**src/rtl/rx_iq_pkg.sv**
```systemverilog
// Shared types and default widths for the RX I/Q integrator.
package rx_iq_pkg;

  typedef enum logic [1:0] {
    IDLE  = 2'd0,
    ACCUM = 2'd1,
    DONE  = 2'd2
  } state_t;

  localparam int RX_OW_DEFAULT = 16;
  localparam int CW_DEFAULT    = 16;

endpackage

```
**src/rtl/iq_accum_lane.sv**
```systemverilog
// One signed accumulator lane: sign-extends each enabled sample into an AW-bit sum.
// sum_next is the value the accumulator would hold after accepting din this cycle.
module iq_accum_lane #(
  parameter int IW = 16,
  parameter int AW = 32
) (
  input  logic                 sys_clk,
  input  logic                 rst,
  input  logic                 clear,
  input  logic                 en,
  input  logic [IW-1:0]        din,
  output logic signed [AW-1:0] sum_next
);

  logic signed [AW-1:0] acc;

  assign sum_next = acc + AW'($signed(din));

  always_ff @(posedge sys_clk or posedge rst) begin
    if (rst) begin
      acc <= '0;
    end else if (clear) begin
      acc <= '0;
    end else if (en) begin
      acc <= sum_next;
    end
  end

endmodule

```
**src/rtl/rx_iq_integrator.sv**
```systemverilog
// Sums N decimated I/Q samples after a start pulse and holds the totals with busy/done status.
// Optional RX_IQ_INTEGRATOR_SHIFT_EN adds avg_shift for an arithmetic right shift of the final sums.
module rx_iq_integrator
  import rx_iq_pkg::*;
#(
  parameter int RX_OW = RX_OW_DEFAULT,
  parameter int CW    = CW_DEFAULT,
  parameter int AW    = RX_OW + CW
) (
  input  logic                 sys_clk,
  input  logic                 rst,
  input  logic                 ce_in,
  input  logic [RX_OW-1:0]     in_x,
  input  logic [RX_OW-1:0]     in_y,
  input  logic                 start,
  input  logic                 abort,
  input  logic [CW-1:0]        n_samples,
`ifdef RX_IQ_INTEGRATOR_SHIFT_EN
  input  logic [4:0]           avg_shift,
`endif
  output logic                 busy,
  output logic                 done,
  output logic signed [AW-1:0] result_x,
  output logic signed [AW-1:0] result_y,
  output logic [CW-1:0]        count
);

  state_t               state;
  logic [CW-1:0]        n_lat;
  logic                 go;
  logic                 take;
  logic                 last;
  logic signed [AW-1:0] sum_x;
  logic signed [AW-1:0] sum_y;
  logic signed [AW-1:0] fin_x;
  logic signed [AW-1:0] fin_y;

  // A strobe in the start cycle is never taken: the FSM is not yet in ACCUM.
  assign go   = start && !abort && (state != ACCUM);
  assign take = (state == ACCUM) && ce_in && !abort;
  assign last = take && ((count + 1'b1) == n_lat);

  iq_accum_lane #(.IW(RX_OW), .AW(AW)) u_lane_x (
    .sys_clk  (sys_clk),
    .rst      (rst),
    .clear    (go),
    .en       (take),
    .din      (in_x),
    .sum_next (sum_x)
  );

  iq_accum_lane #(.IW(RX_OW), .AW(AW)) u_lane_y (
    .sys_clk  (sys_clk),
    .rst      (rst),
    .clear    (go),
    .en       (take),
    .din      (in_y),
    .sum_next (sum_y)
  );

`ifdef RX_IQ_INTEGRATOR_SHIFT_EN
  logic [4:0] shift_lat;

  always_ff @(posedge sys_clk or posedge rst) begin
    if (rst) begin
      shift_lat <= '0;
    end else if (go) begin
      shift_lat <= avg_shift;
    end
  end

  assign fin_x = sum_x >>> shift_lat;
  assign fin_y = sum_y >>> shift_lat;
`else
  assign fin_x = sum_x;
  assign fin_y = sum_y;
`endif

  always_ff @(posedge sys_clk or posedge rst) begin
    if (rst) begin
      state    <= IDLE;
      busy     <= 1'b0;
      done     <= 1'b0;
      result_x <= '0;
      result_y <= '0;
      count    <= '0;
      n_lat    <= '0;
    end else begin
      case (state)
        IDLE, DONE: begin
          if (abort) begin
            state <= IDLE;
            done  <= 1'b0;
          end else if (start) begin
            n_lat <= n_samples;
            count <= '0;
            done  <= 1'b0;
            if (n_samples != '0) begin
              state <= ACCUM;
              busy  <= 1'b1;
            end else begin
              // Empty run: zero results, done follows one cycle later.
              state    <= DONE;
              result_x <= '0;
              result_y <= '0;
            end
          end else if (state == DONE) begin
            done <= 1'b1;
          end
        end
        ACCUM: begin
          if (abort) begin
            state <= IDLE;
            busy  <= 1'b0;
            done  <= 1'b0;
          end else if (take) begin
            count <= count + 1'b1;
            if (last) begin
              state    <= DONE;
              busy     <= 1'b0;
              done     <= 1'b1;
              result_x <= fin_x;
              result_y <= fin_y;
            end
          end
        end
        default: begin
          state <= IDLE;
          busy  <= 1'b0;
          done  <= 1'b0;
        end
      endcase
    end
  end

endmodule

```
**config.mk**
```make
export PLATFORM = sky130hd
export DESIGN_NAME = rx_iq_integrator
export DESIGN_NICKNAME = d
export VERILOG_FILES = /design/src/rtl/rx_iq_pkg.sv /design/src/rtl/iq_accum_lane.sv /design/src/rtl/rx_iq_integrator.sv
export SDC_FILE = /design/constraint.sdc
export NUM_CORES = 1
export LEC_CHECK = 0
export CORE_MARGIN = 1
export CORE_UTILIZATION = 30
export DETAILED_ROUTE_END_ITERATION = 16
export REMOVE_ABC_BUFFERS = 1
export SLEW_MARGIN = 30
export SYNTH_ARGS = -nofsm -noshare
export SYNTH_HDL_FRONTEND = slang
export SYNTH_SLANG_ARGS = --single-unit
```
**constraint.sdc**
```tcl
create_clock -name sys_clk -period 15.6 [get_ports sys_clk]
set_input_delay 2.34 -clock sys_clk [delete_from_list [all_inputs] [get_ports sys_clk]]
set_output_delay 2.34 -clock sys_clk [all_outputs]
set_load 0.03 [all_outputs]
```
# ---- Word-level counts from Yosys, hierarchy flattened
# Cells that the tools add are included.
# W data, S select, Z words.
dict set report word_totals {
  mem_count 0
  register_bits 164
  out_inout_bits 82
  rom_bits 0
  inputBits 53
  latchBits 0
  ramBits 0
  wordCells 86
}
dict set report classes {
  order_cmp 0
  bitwise 1
  multipliers 0
  addsub 3
  reduce_logical 17
  shifts 0
  mux 41
  n_eq_ne 15
  n_div 0
}
# op n
set ops {}
lappend ops {{$mux W32} 13}
lappend ops {{$pmux W32 S2} 2}
lappend ops {{$add A32 B16 Y32} 2}
lappend ops {{$mux W16} 4}
lappend ops {{$pmux W16 S2} 1}
lappend ops {{$add A16 B1 Y16 const B} 1}
lappend ops {{$eq A16 B16 Y1} 1}
lappend ops {{$reduce_bool A16 Y1} 1}
lappend ops {{$ne A2 B2 Y1 const B} 7}
lappend ops {{$mux W1} 12}
lappend ops {{$mux W2} 6}
lappend ops {{$reduce_and A5 Y1} 2}
lappend ops {{$ne A3 B3 Y1 const B} 3}
lappend ops {{$reduce_and A3 Y1} 3}
lappend ops {{$reduce_and A7 Y1} 1}
lappend ops {{$logic_and A1 B1 Y1} 5}
lappend ops {{$ne A4 B4 Y1 const B} 1}
lappend ops {{$pmux W1 S2} 2}
lappend ops {{$pmux W2 S2} 1}
lappend ops {{$reduce_bool A2 Y1} 2}
lappend ops {{$eq A2 B1 Y1 const B} 1}
lappend ops {{$eq A2 B2 Y1 const B} 1}
lappend ops {{$logic_not A2 Y1} 1}
lappend ops {{$ne A2 B1 Y1 const B} 1}
lappend ops {{other kinds (3)} 3}

# ---- Depth between registers and ports, before layout
dict set report logic_depth {
  ltp_word 8
  mapped_depth 13
  ltp_nobuf 11
}

# ---- By module
# A second synthesis with hierarchy kept.
dict set report hier_totals {
  hier_cells 1268
  hier_area_um2 11577.4
}
# mod cells_per_inst n_inst area_each_um2
set by_module_without_submodules {}
lappend by_module_without_submodules {iq_accum_lane 387 2 3240.6}
lappend by_module_without_submodules {rx_iq_integrator 494 1 5096.1}

# ---- Worst setup path before layout
# Ideal clock, no wire load.
dict set report synth_path {
  path_type {in2reg}
  startpoint {in in_x[0]}
  endpoint {reg u_lane_x.acc[28]}
  setup_time_ps 134
  setup_slack_ps 10628
  n_path_buf 0
  arrival_time_ps 4837
  required_ps 15466
  cell_stages 11
  cell_sequence {ha_1 -> fa_1 -> a211oi_1 -> o21bai_1 -> a221oi_1 -> o211ai_1 -> and2_1 -> a21o_1 -> a31oi_1 -> xor2_1 -> o21ai_0}
}
dict set report synth_between {
  elab_chain_cells 3
}
# item line
set synth_rtl {}
lappend synth_rtl {{from (decl)} rx_iq_integrator.sv:13} ;# input logic [RX_OW-1:0] in_x,
lappend synth_rtl {{$add A32 B16 Y32} iq_accum_lane.sv:17} ;# assign sum_next = acc + AW'($signed(din));
lappend synth_rtl {{$mux W32} iq_accum_lane.sv:24} ;# end else if (en) begin
lappend synth_rtl {{$mux W32} iq_accum_lane.sv:22} ;# end else if (clear) begin
lappend synth_rtl {{to (signal assigned)} iq_accum_lane.sv:25} ;# acc <= sum_next;
lappend synth_rtl {{to (decl)} iq_accum_lane.sv:15} ;# logic signed [AW-1:0] acc;
# No other way between the ends. The select of a mux whose other input is x is not followed.
# A chain may end at the register's enable or synchronous reset.

# ---- Final worst setup path
dict set report layout_path {
  startpoint {in in_y[15]}
  endpoint {reg result_y[31]}
}
dict set report layout_between {
  elab_chain_cells 5
}
# item line
set layout_rtl {}
lappend layout_rtl {{from (decl)} rx_iq_integrator.sv:14} ;# input logic [RX_OW-1:0] in_y,
lappend layout_rtl {{$add A32 B16 Y32} iq_accum_lane.sv:17}
lappend layout_rtl {{$mux W32} rx_iq_integrator.sv:118} ;# if (last) begin
lappend layout_rtl {{$mux W32} rx_iq_integrator.sv:116} ;# end else if (take) begin
lappend layout_rtl {{$mux W32} rx_iq_integrator.sv:112} ;# if (abort) begin
lappend layout_rtl {{$pmux W32 S2} rx_iq_integrator.sv:89} ;# case (state)
lappend layout_rtl {{to (signal assigned)} rx_iq_integrator.sv:123} ;# result_y <= fin_y;
lappend layout_rtl {{to (decl)} rx_iq_integrator.sv:24} ;# output logic signed [AW-1:0] result_y,
# No other way between the ends. The select of a mux whose other input is x is not followed.

==> metrics.txt <==
run status=complete, no violations; final core area utilization=0.376; leakage=5.07 nW; Resized cells post-CTS=0; Post-Synthesis Cell Area=9660 sq um; buffer cell driving the clock tree root=clkbuf_16; initial antenna violation count=3; number of max-capacitance violations reported=0; Yosys reg bits=164; number of DRC markers after the initial detailed-route iteration=455; data arrival time of the critical path=5850 ps; leading cell type in the layout, fill and taps excluded=dfrtp_1; detailed-route vias per instance=5.13; fraction of final layout cells sized beyond drive strength 1=0.0567; Hold Path Class=reg -> reg; CP Launch Type=input pin; number of distinct library cells after synthesis=62; CTS clock-pin slew for the worst setup and hold paths=60 ps; post-route standard cell area excluding fillers=11900 sq um; Fin. Hold Viols=0; number of max-slew violations in the final report=0; Routed Wire Length=24.9 mm; sum of negative setup slack=0 ps; largest voltage drop on the vdd net=64.5 uV; detailed placement HPWL=17.5 mm; period utilization=0.355; fraction of registers with async set/reset=1.00; commonest non-fill, non-tap cells in the layout=dfrtp_1, clkdlybuf4s50_1, nand2_1; io pins=135; slew margin rel.=0.368; DR pass1 iterations=4; starting density of the core=0.305; layout overhead on the synthesized area=23.1%; total CTS buffers=17; unrepaired setup endpoints after global routing=false; final weighted congestion of routability-driven global placement=0.881; x dimension of the die=181 microns; slew at the pin closest to its max-slew limit=948 ps; cell row count=65; core box area=31600 sq um; final clock skew=13.5 ps; register area share after synthesis=0.425; Final Power=1.41 mW; Post-synth EDFFs=0; final setup vio count=0; detail-routed net length per standard cell=15.9 microns; Cell Area, Placed=11300 sq um; drc violations=0; post-CTS setup buffers=0; required time worst endpoint=15910 ps; area of the die=32900 sq um; overall fraction of global-route tracks in use=0.154; die height=181 microns; Clock H-tree levels=4; number of global-route vias before repair=7820; overflow left after global routing=0; crit end category=flip-flop; Filler Cells Inserted=3169; Post-Syn Area per Cell=9.24 sq um; top_reg_cell synth=dfrtp_1; Hold-fix buffers, CTS=0; nets=1270; kind of critical path=in -> reg; Fmax achieved=180 MHz; Crit Path Max Fanout=19; cell count after synthesis=1045; Warnings, synthesis=0; clock latency of the later-clocked register in the worst-skew pair=430 ps; clock sinks=164; wire length of the first global-routing pass=40.9 mm; buffers from clock root to sink, at most=2; largest net degree at the start of global routing=91; crit path time final=5540 ps; number of nets with antenna violations after detailed routing=0; clock tree from TritonCTS=done; via count=8041; cell area power density=118 nW/um^2; Buffers on Ports=134
==> where the power goes <==
group / internal, mW / switching [mW]
clock network: 0.244 / 0.181
registers: 0.477 / 0.0339
logic: 0.199 / 0.275
total: 0.919 / 0.490
==> worst max-delay path, cell delays in order <==
cell and delay (ps):
clkdlybuf4s50_1 860, ha_1 680, a211oi_1 110, nor2_1 160, nor4bb_1 80, a31oi_1 400, a21oi_1 170, nor4_1 480
nor3_1 120, xnor3_1 190, a32o_1 260
==> logic make-up (layout without fill, tap and decap cells) <==
logic type	after synthesis	after routing	share of synthesized area
AO/OA/AOI/OAI	337	337	0.206
AND/OR/NAND/NOR	306	306	0.152
other	0	1	0
XOR/XNOR	82	82	0.0758
adder cells (fa/ha/maj)	65	65	0.0857
multiplexers	18	18	0.0207
flip-flops	164	164	0.425
buffers and inverters	73	192	0.0351
==> through the flow <==
stage                     std cells  setup slack [ps]  hold slack (ps)
after global placement         1535              9750              464
after floorplan                 993              8830              447
after detailed placement       1535              9690              473
after CTS                      1566             10130              486
final                          1567             10060              478
after global routing           1566              9750              503
==> final cells by class <==
class | count | area [sq um] | area share
multi-input cells | 808 | 5230 | 0.440
flip-flops and latches | 164 | 4100 | 0.345
repair buffers | 140 | 1390 | 0.117
well taps | 402 | 503 | 0.0423
clock buffers | 19 | 453 | 0.0381
clock inverters | 12 | 131 | 0.0110
inverters | 21 | 83.8 | 0.00705
diodes | 1 | 2.50 | 0.000210
==> path summary, 6_finish.rpt <==
path / cells after the start / from / end / slack, ps
min in group asynchronous: 2 / rst / result_y[7] / 2460
worst min register to register: 2 / busy / busy / 480
worst max register to register: 10 / count[2] / result_y[25] / 11600
worst max-delay path: 11 / in_y[15] / result_y[31] / 10060
max in group asynchronous: 3 / rst / n_lat[0] / 11940
worst min-delay path: 2 / busy / busy / 480
==> state kept, by name, summed over array words and instances (netlist names) <==
| signal | count |
|---|---|
| count | 16 |
| result_x | 32 |
| done | 1 |
| u_lane_y.acc | 32 |
| busy | 1 |
| n_lat | 16 |
| state | 2 |
| result_y | 32 |
| u_lane_x.acc | 32 |
==> layer usage <==
| metal | global-route usage | routed length [microns] | vias to the layer above | part of all wire |
|---|---|---|---|---|
| li1 | - | - | 4002 | - |
| met1 | 0.198 | 11700 | 3832 | 0.47 |
| met2 | 0.252 | 11400 | 165 | 0.46 |
| met3 | 0.0449 | 1410 | 38 | 0.057 |
| met4 | 0.0424 | 405 | 4 | 0.016 |
| met5 | 0 | 27 | - | 0.0011 |
==> cell usage after synthesis (all sizes together) (3+ instances only) <==
cell type | number | share of area
a211oi | 8 | 0.0062
a21o | 16 | 0.012
a21oi | 70 | 0.036
a311oi | 3 | 0.0027
a31oi | 17 | 0.011
a32o | 5 | 0.0052
a41oi | 4 | 0.0036
and2 | 4 | 0.0026
and3 | 8 | 0.0052
and4 | 6 | 0.0054
buf | 14 | 0.012
clkbuf | 38 | 0.015
dfrtp | 164 | 0.42
ha | 63 | 0.082
inv | 21 | 0.0082
mux2 | 16 | 0.019
nand2 | 123 | 0.048
nand2b | 5 | 0.0032
nand3 | 75 | 0.040
nand4 | 7 | 0.0045
nor2 | 37 | 0.014
nor2b | 11 | 0.0071
nor3 | 8 | 0.0041
nor4 | 9 | 0.0074
o211ai | 4 | 0.0031
o21ai | 163 | 0.084
o21bai | 12 | 0.0093
o31ai | 9 | 0.0070
o41ai | 6 | 0.0054
or2 | 3 | 0.0019
or3 | 3 | 0.0019
xnor2 | 48 | 0.044
xor2 | 33 | 0.030
Power figures use the tool's default switching activity.
